<file path="config.mk">
export PLATFORM = sky130hd
export DESIGN_NAME = bundle_fetch_queue
export DESIGN_NICKNAME = d
export VERILOG_FILES = /design/src/rtl/bundle_fetch_queue.sv
export SDC_FILE = /design/constraint.sdc
export NUM_CORES = 1
export LEC_CHECK = 0
export BUFFER_PORTS_ARGS = -buffer_cell sky130_fd_sc_hd__buf_4
export CAP_MARGIN = 20
export CORE_ASPECT_RATIO = 0.8
export CORE_MARGIN = 10
export CORE_UTILIZATION = 30
export DETAILED_ROUTE_END_ITERATION = 8
export GPL_TIMING_DRIVEN = 0
export PLACE_DENSITY_LB_ADDON = 0.08
export SETUP_SLACK_MARGIN = 0.5
export SLEW_MARGIN = 10
export SYNTH_ARGS = -nofsm -noshare
export SYNTH_HDL_FRONTEND = slang
export SYNTH_SLANG_ARGS = --single-unit
</file>
<file path="constraint.sdc">
create_clock -name clk -period 33.6 [get_ports clk]
set_input_delay 6.72 -clock clk [delete_from_list [all_inputs] [get_ports clk]]
set_output_delay 6.72 -clock clk [all_outputs]
set_load 0.02 [all_outputs]
</file>
<file path="src/rtl/bundle_fetch_queue.sv">
// Instruction-bundle fetch stage: generates the fetch PC, buffers one bundle per cycle in a
// DEPTH-entry queue and presents the head bundle to the issue lanes; redirect flushes and squashes.
module bundle_fetch_queue #(
   parameter int                NUM_LANES = 4,
   parameter int                INST_W    = 32,
   parameter int                PC_W      = 32,
   parameter int                DEPTH     = 4,
   parameter logic [PC_W-1:0]   RESET_PC  = '0,
   parameter logic [INST_W-1:0] NOP_INST  = INST_W'(32'h00000013),
   localparam int               CW        = $clog2(DEPTH+1),
   localparam int               PW        = $clog2(DEPTH),
   localparam int               BW        = NUM_LANES*INST_W
) (
   input  logic            clk,
   input  logic            rst,
   output logic [PC_W-1:0] fetch_pc,
   input  logic [BW-1:0]   mem_bundle,
   input  logic            redirect,
   input  logic [PC_W-1:0] redirect_pc,
   output logic            issue_valid,
   input  logic            issue_ready,
   output logic [BW-1:0]   issue_bundle,
   output logic [PC_W-1:0] issue_pc,
   output logic            squash,
   output logic [CW-1:0]   count
);
   localparam int BSTEP = BW/8;

   logic [PC_W-1:0] fetch_pc_q, fetch_pc_d;
   logic [PW-1:0]   rd_ptr_q, rd_ptr_d, wr_ptr_q, wr_ptr_d;
   logic [CW-1:0]   count_q, count_d;
   logic            squash_q, squash_d;
   logic [PC_W-1:0] ent_pc_q [DEPTH];
   logic [PC_W-1:0] ent_pc_d [DEPTH];
   logic [BW-1:0]   ent_bd_q [DEPTH];
   logic [BW-1:0]   ent_bd_d [DEPTH];
   logic            pop, push;

   function automatic logic [PW-1:0] ptr_inc(input logic [PW-1:0] p);
      return (p == PW'(DEPTH-1)) ? '0 : p + PW'(1);
   endfunction

   assign issue_valid  = (count_q != '0);
   assign issue_bundle = issue_valid ? ent_bd_q[rd_ptr_q] : {NUM_LANES{NOP_INST}};
   assign issue_pc     = issue_valid ? ent_pc_q[rd_ptr_q] : '0;
   assign fetch_pc     = fetch_pc_q;
   assign squash       = squash_q;
   assign count        = count_q;

   // A pop frees a slot in the same cycle, so a full queue keeps streaming.
   assign pop  = issue_valid & issue_ready;
   assign push = ~redirect & ((count_q < CW'(DEPTH)) | pop);

   always_comb begin
      fetch_pc_d = fetch_pc_q;
      rd_ptr_d   = rd_ptr_q;
      wr_ptr_d   = wr_ptr_q;
      count_d    = count_q;
      squash_d   = redirect;
      ent_pc_d   = ent_pc_q;
      ent_bd_d   = ent_bd_q;
      if (redirect) begin
         fetch_pc_d = redirect_pc;
         rd_ptr_d   = '0;
         wr_ptr_d   = '0;
         count_d    = '0;
      end else begin
         if (push) begin
            ent_pc_d[wr_ptr_q] = fetch_pc_q;
            ent_bd_d[wr_ptr_q] = mem_bundle;
            wr_ptr_d           = ptr_inc(wr_ptr_q);
            fetch_pc_d         = fetch_pc_q + PC_W'(BSTEP);
         end
         if (pop) rd_ptr_d = ptr_inc(rd_ptr_q);
         if (push && !pop)      count_d = count_q + CW'(1);
         else if (pop && !push) count_d = count_q - CW'(1);
      end
   end

   always_ff @(posedge clk or posedge rst) begin
      if (rst) begin
         fetch_pc_q <= RESET_PC;
         rd_ptr_q   <= '0;
         wr_ptr_q   <= '0;
         count_q    <= '0;
         squash_q   <= 1'b0;
         for (int i = 0; i < DEPTH; i++) begin
            ent_pc_q[i] <= '0;
            ent_bd_q[i] <= '0;
         end
      end else begin
         fetch_pc_q <= fetch_pc_d;
         rd_ptr_q   <= rd_ptr_d;
         wr_ptr_q   <= wr_ptr_d;
         count_q    <= count_d;
         squash_q   <= squash_d;
         ent_pc_q   <= ent_pc_d;
         ent_bd_q   <= ent_bd_d;
      end
   end
endmodule

</file>
### Yosys cells after proc, flatten, opt, wreduce, memory -nomap -nowiden

Index checks and enable logic that the tools add are counted.

| operators by class | value |
|---|---|
| $add $sub $neg | 5 |
| multiplexer cells | 25 |
| reduce and logical (&&, ||, !) cells | 10 |
| equal/unequal tests | 2 |
| $lt $le $gt $ge | 4 |
| bitwise logic cells | 6 |

Operators with widths:

| cell | number |
|---|---|
| $bwmux W512 | 1 |
| $mux W128 | 4 |
| $bmux W128 S2 | 1 |
| $demux W128 S2 | 1 |
| $mux W32 | 6 |
| $bwmux W128 | 1 |
| $bmux W32 S2 | 1 |
| $demux W32 S2 | 1 |
| $add A32 B5 Y32 const B | 1 |
| $mux W2 | 6 |
| $mux W3 | 3 |
| $ge A3 B3 Y1 const B | 2 |
| $not A2 Y3 | 2 |
| $reduce_bool A3 Y1 | 2 |
| $add A2 B1 Y2 const B | 2 |
| $eq A2 B2 Y1 const B | 2 |
| $reduce_bool A2 Y1 | 2 |
| $add A3 B1 Y3 const B | 1 |
| $logic_and A1 B1 Y1 | 3 |
| $lt A3 B1 Y1 const B | 1 |
| $lt A3 B3 Y1 const B | 1 |
| $sub A3 B1 Y3 const B | 1 |
| $and A1 B1 Y1 | 2 |
| $logic_not A1 Y1 | 2 |
| other kinds (3) | 3 |

| storage, ports and cells | value |
|---|---|
| flip-flop bits (word level) | 680 |
| logic and storage cells | 65 |
| output and inout bits | 197 |
| input bits | 164 |

### Longest topological paths before layout

| depth | value |
|---|---|
| word-level depth | 9 |
| depth in mapped cells | 8 |
| gate-level depth less buffers | 7 |

### Least setup slack after synthesis

Ideal clock, no wire load.

| timing path | value |
|---|---|
| kind | reg2out |
| start | reg rd_ptr_q[1] |
| end | out issue_bundle[75] |
| path slack | 25018 ps |
| buffers on the path | 3 |
| required time | 26880 ps |
| cell stages (with the launch flop) | 6 |
| arrival time | 1862 ps |
| path through | dfrtp_1 > clkbuf_1 > buf_2 > buf_2 > mux4_2 > and2_1 |

| on the way | value |
|---|---|
| cells in the longest elaborated chain, start to end | 5 |

Ends and longest elaborated chain:

| item | line | RTL |
|---|---|---|
| start: declaration | 30 | `logic [PW-1:0] rd_ptr_q, rd_ptr_d, wr_ptr_q, wr_ptr_d;` |
| start signal: assignment | 93 | `rd_ptr_q <= rd_ptr_d;` |
| $not A2 Y3 (not written as such) | 44 | `assign issue_bundle = issue_valid ? ent_bd_q[rd_ptr_q] : {NUM_LANES{NOP_INST}};` |
| $bmux W128 S2 | 44 |  |
| $mux W128 (not written as such) (2 in series) | 44 |  |
| $mux W128 | 44 |  |
| end: declaration | 22 | `output logic [BW-1:0] issue_bundle,` |

Every way passes these cells. The select of a mux whose other input is x is not followed.

### Worst setup path in the final report

| timing path | value |
|---|---|
| start | reg rd_ptr_q[1] |
| end | out issue_pc[23] |

| on the way | value |
|---|---|
| cells in the longest elaborated chain, start to end | 5 |

Ends and longest elaborated chain:

| item | line | RTL |
|---|---|---|
| $not A2 Y3 (not written as such) | 45 | `assign issue_pc = issue_valid ? ent_pc_q[rd_ptr_q] : '0;` |
| $bmux W32 S2 | 45 |  |
| $mux W32 (not written as such) (2 in series) | 45 |  |
| $mux W32 | 45 |  |
| end: declaration | 23 | `output logic [PC_W-1:0] issue_pc,` |

Every way passes these cells. The select of a mux whose other input is x is not followed.

==> reports/qor.log <==
INFO  outcome        run_status=finished, final reports clean
INFO  routing        routedWlPerCell=24.29µm
INFO  routing        drt_wl_total=93.33mm
INFO  yosys          postSynthAreaPerCell=15.42µm²
INFO  yosys          synth_enable_flop_cells=0
INFO  timing         max_slew_margin=0.2328
INFO  place          placement.io_buffers=359
INFO  clock_tree     clock_tree.buffer_depth=3
INFO  routing        detail_route.first_pass.iterations=5
INFO  clock_tree     htree_depth=3
INFO  yosys          dominantRegCellSynth=sky130_fd_sc_hd__dfrtp_1
INFO  clock_tree     holdBufCountCts=0
INFO  timing         final_max_slew_viol_count=0
INFO  floorplan      ios=361
INFO  min_path       timing.hold.worst.class=reg2reg
INFO  place          globalplace.congestion=0.7720
INFO  clock_tree     post_cts_buffers=0
INFO  clock_tree     worst_setup_hold_path_clk_slew=0.06ns
INFO  timing         final_hold_violation_count=0
INFO  clock_tree     cts_tree=built
INFO  grt            grt_pass1_vias=21,010
INFO  timing         report.final.setup_viol=0
INFO  clock_tree     worstSkewPairLatency=0.63ns
INFO  cells_and_area drive_gt1_frac=0.5476
INFO  floorplan      initial_core_util=0.3039
INFO  cells_and_area design_area=38,070µm²
INFO  timing         timing_worst_slew_pin_value=1.151ns
INFO  yosys          ys_warn_count=0
INFO  place          dpl_cell_area=35,330µm²
INFO  floorplan      die_span_x=378.1µm
INFO  cells_and_area final_core_occ=0.3761
INFO  critical_path  timing.critical_path.required=26.88ns
INFO  critical_path  timing.critical_path.from_type=flop
INFO  grt            largest_net_degree_at_the_start_of_global_routing=115
INFO  critical_path  worstSetupPathType=reg2out
INFO  routing        avgViaCountPerCell=4.893
INFO  routing        drc_errors=0
INFO  yosys          synth_nets=2,166
INFO  cells_and_area multi_input_gate_area_in_the_final_layout=13,040µm²
INFO  timing         fin_crit_sh=0.3167
INFO  cells_and_area layout.area.seq=17,020µm²
INFO  floorplan      die_height=306.4µm
INFO  power_and_ir_drop report.power.total=3.829mW
INFO  critical_path  worst_setup_path_end_kind=output port
INFO  routing        detailedRoute.firstIterationViolations=895
INFO  yosys          ys_seq_elements=680
INFO  timing         rsz0062_at_grt=false
INFO  routing        routed-via-count=18,800
INFO  yosys          synthArstFlopShare=1.000
INFO  cells_and_area fill_cells=9,727
INFO  power_and_ir_drop cellLeakagePower=16.28nW
INFO  clock_tree     cts_repair_resize_count=0
INFO  power_and_ir_drop vdd.ir_drop.worst=40.09µV
INFO  floorplan      placeableCoreArea=101,200µm²
INFO  timing         achievable-frequency=93.99MHz
INFO  timing         layout_min_cycle_time=10.64ns
INFO  floorplan      rows=104
INFO  yosys          synth_sequential_area_ratio=0.5530
INFO  grt            antenna_found_initial=14
INFO  clock_tree     cts_buffers=80
INFO  critical_path  crit_fanout=11
INFO  yosys          netlist-cell-type-count=41
INFO  clock_tree     clkSinkCount=680
INFO  floorplan      die-area=115,900µm²
INFO  grt            overflow=0
INFO  routing        drt.antenna.violating_nets=0
INFO  yosys          synthCells=1,995
INFO  cells_and_area fin_nets=2,617
INFO  cells_and_area synthToLayoutAreaGrowth=23.73%
INFO  power_and_ir_drop pwr_density_cell=100.6nW/µm²
INFO  timing         finalClockSkew=0.01282ns
INFO  place          detailed_place_hpwl=64.99mm
INFO  critical_path  data_arrival_time_of_the_worst_path=3.92ns
INFO  grt            wire_length_of_the_first_global_routing_pass=139.3mm
INFO  run            maxCapViolCount=0
INFO  grt            grt_use_total=0.1591
INFO  clock_tree     cts.root.buffer_cell=sky130_fd_sc_hd__clkbuf_16
INFO  timing         worst_hold_slack=0.4828ns
INFO  yosys          post_synthesis_cell_area=30,770µm²
-- logic make-up (layout without fill, tap and decap cells) --
family | count (synthesis) | count (layout) | synth area share
muxes | 805 | 805 | 0.3531
DFF | 680 | 680 | 0.5530
and+or+nand+nor | 282 | 282 | 0.05412
buffers and inverters | 160 | 674 | 0.02318
AOI/OAI and AO/OA | 54 | 54 | 0.01147
adders and majority gates | 7 | 7 | 0.003090
xor gates and xnor gates | 7 | 7 | 0.001993
other | 0 | 9 | 0
-- power breakdown --
| part | internal, mW | switching [mW] |
|---|---|---|
| clock network | 0.537 | 0.357 |
| registers | 1.21 | 0.187 |
| logic | 0.809 | 0.731 |
-- layer usage --
layer | share of wire | global-route usage
met3 | 0.058 | 0.04262
met1 | 0.43 | 0.2015
met5 | 0.0017 | 0
met4 | 0.024 | 0.04487
met2 | 0.49 | 0.2657
-- critical path, stage by stage, from the launching register on --
cell and delay [ns]:
sky130_fd_sc_hd__dfrtp_1 0.36, sky130_fd_sc_hd__clkbuf_1 0.69, sky130_fd_sc_hd__buf_2 0.55, sky130_fd_sc_hd__buf_2 0.49
sky130_fd_sc_hd__buf_2 0.42, sky130_fd_sc_hd__mux4_2 0.39, sky130_fd_sc_hd__and2_1 0.21, sky130_fd_sc_hd__buf_4 0.16
-- flip-flops by register name, summed over array words and instances, names as in the netlist --
| register | cells |
|---|---|
| ent_bd_q | 512 |
| ent_pc_q | 128 |
| fetch_pc | 32 |
| count | 3 |
| rd_ptr_q | 2 |
| wr_ptr_q | 2 |
| squash | 1 |
-- area by class of cell --
type | instances | share of cell area
clock buffers | 114 | 0.06129
clock inverters | 31 | 0.009235
well taps | 1325 | 0.04355
flip-flops and latches | 680 | 0.4470
plain buffers | 149 | 0.01775
diodes | 9 | 0.0005916
repair buffers | 369 | 0.07684
inverters | 11 | 0.001282
multi-input cells | 1155 | 0.3425
-- synthesized netlist by cell type, types with 8 or more instances --
cell	count	area, µm²
sky130_fd_sc_hd__mux4_2	160	3603
sky130_fd_sc_hd__dfrtp_1	680	17020
sky130_fd_sc_hd__or2_2	14	87.58
sky130_fd_sc_hd__mux2_1	39	439.2
sky130_fd_sc_hd__o21ai_0	10	50.05
sky130_fd_sc_hd__or4_1	13	97.59
sky130_fd_sc_hd__inv_1	11	41.29
sky130_fd_sc_hd__and2_1	152	950.9
sky130_fd_sc_hd__mux2_2	605	6813
sky130_fd_sc_hd__nor2_1	23	86.33
sky130_fd_sc_hd__nand3_1	12	60.06
sky130_fd_sc_hd__buf_2	90	450.4
sky130_fd_sc_hd__nand4_1	16	100.1
sky130_fd_sc_hd__clkbuf_1	51	191.4
sky130_fd_sc_hd__nand2_1	31	116.4
sky130_fd_sc_hd__o31ai_1	13	97.59
sky130_fd_sc_hd__a31oi_1	14	87.58
sky130_fd_sc_hd__a21oi_1	8	40.04
sky130_fd_sc_hd__buf_1	8	30.03
-- per-stage QoR --
step	worst slack, ns	cells	setup TNS [ns]
4_1_cts	22.70	3832	0
3_3_place_gp	-0.01215	3679	-0.4028
5_1_grt	22.71	3835	0
2_1_floorplan	7.817	1995	0
6_report	22.96	3843	0
3_5_place_dp	23.42	3687	0
-- path summary, 6_finish.rpt --
check,from,to,slack (ns),depth (start not counted)
setup / recovery,rd_ptr_q[1],issue_pc[23],22.96,7
hold / removal,ent_bd_q[254],ent_bd_q[254],0.48,1
setup reg to reg,count[2],ent_bd_q[4],30.25,6
hold reg to reg,ent_bd_q[254],ent_bd_q[254],0.48,1
max in group asynchronous,rst,ent_bd_q[178],25.99,5
min in group asynchronous,rst,ent_bd_q[402],6.09,2
-- layout by cell type (no fill, tap or decap), types with 3 or more instances in the layout --
cell,instances
sky130_fd_sc_hd__buf_4,360
sky130_fd_sc_hd__and4_1,3
sky130_fd_sc_hd__o31ai_1,13
sky130_fd_sc_hd__or2_2,14
sky130_fd_sc_hd__nor3_1,3
sky130_fd_sc_hd__buf_1,8
sky130_fd_sc_hd__xnor2_1,3
sky130_fd_sc_hd__buf_2,90
sky130_fd_sc_hd__nand3_1,12
sky130_fd_sc_hd__mux4_2,160
sky130_fd_sc_hd__inv_1,10
sky130_fd_sc_hd__diode_2,9
sky130_fd_sc_hd__inv_6,3
sky130_fd_sc_hd__and3_1,4
sky130_fd_sc_hd__mux2_2,605
sky130_fd_sc_hd__clkbuf_2,3
sky130_fd_sc_hd__o311ai_0,6
sky130_fd_sc_hd__xor2_1,4
sky130_fd_sc_hd__a21oi_1,8
sky130_fd_sc_hd__or4_1,13
sky130_fd_sc_hd__buf_16,7
sky130_fd_sc_hd__clkbuf_1,65
sky130_fd_sc_hd__clkinv_2,18
sky130_fd_sc_hd__nor2_1,23
sky130_fd_sc_hd__a31oi_1,14
sky130_fd_sc_hd__mux2_1,39
sky130_fd_sc_hd__dfrtp_1,680
sky130_fd_sc_hd__o21ai_0,10
sky130_fd_sc_hd__clkbuf_8,14
sky130_fd_sc_hd__ha_1,6
sky130_fd_sc_hd__nand2_1,31
sky130_fd_sc_hd__and2_1,152
sky130_fd_sc_hd__nand4_1,16
sky130_fd_sc_hd__clkbuf_16,83
sky130_fd_sc_hd__bufinv_16,7
No activity file was read; power rests on OpenSTA's default activity.
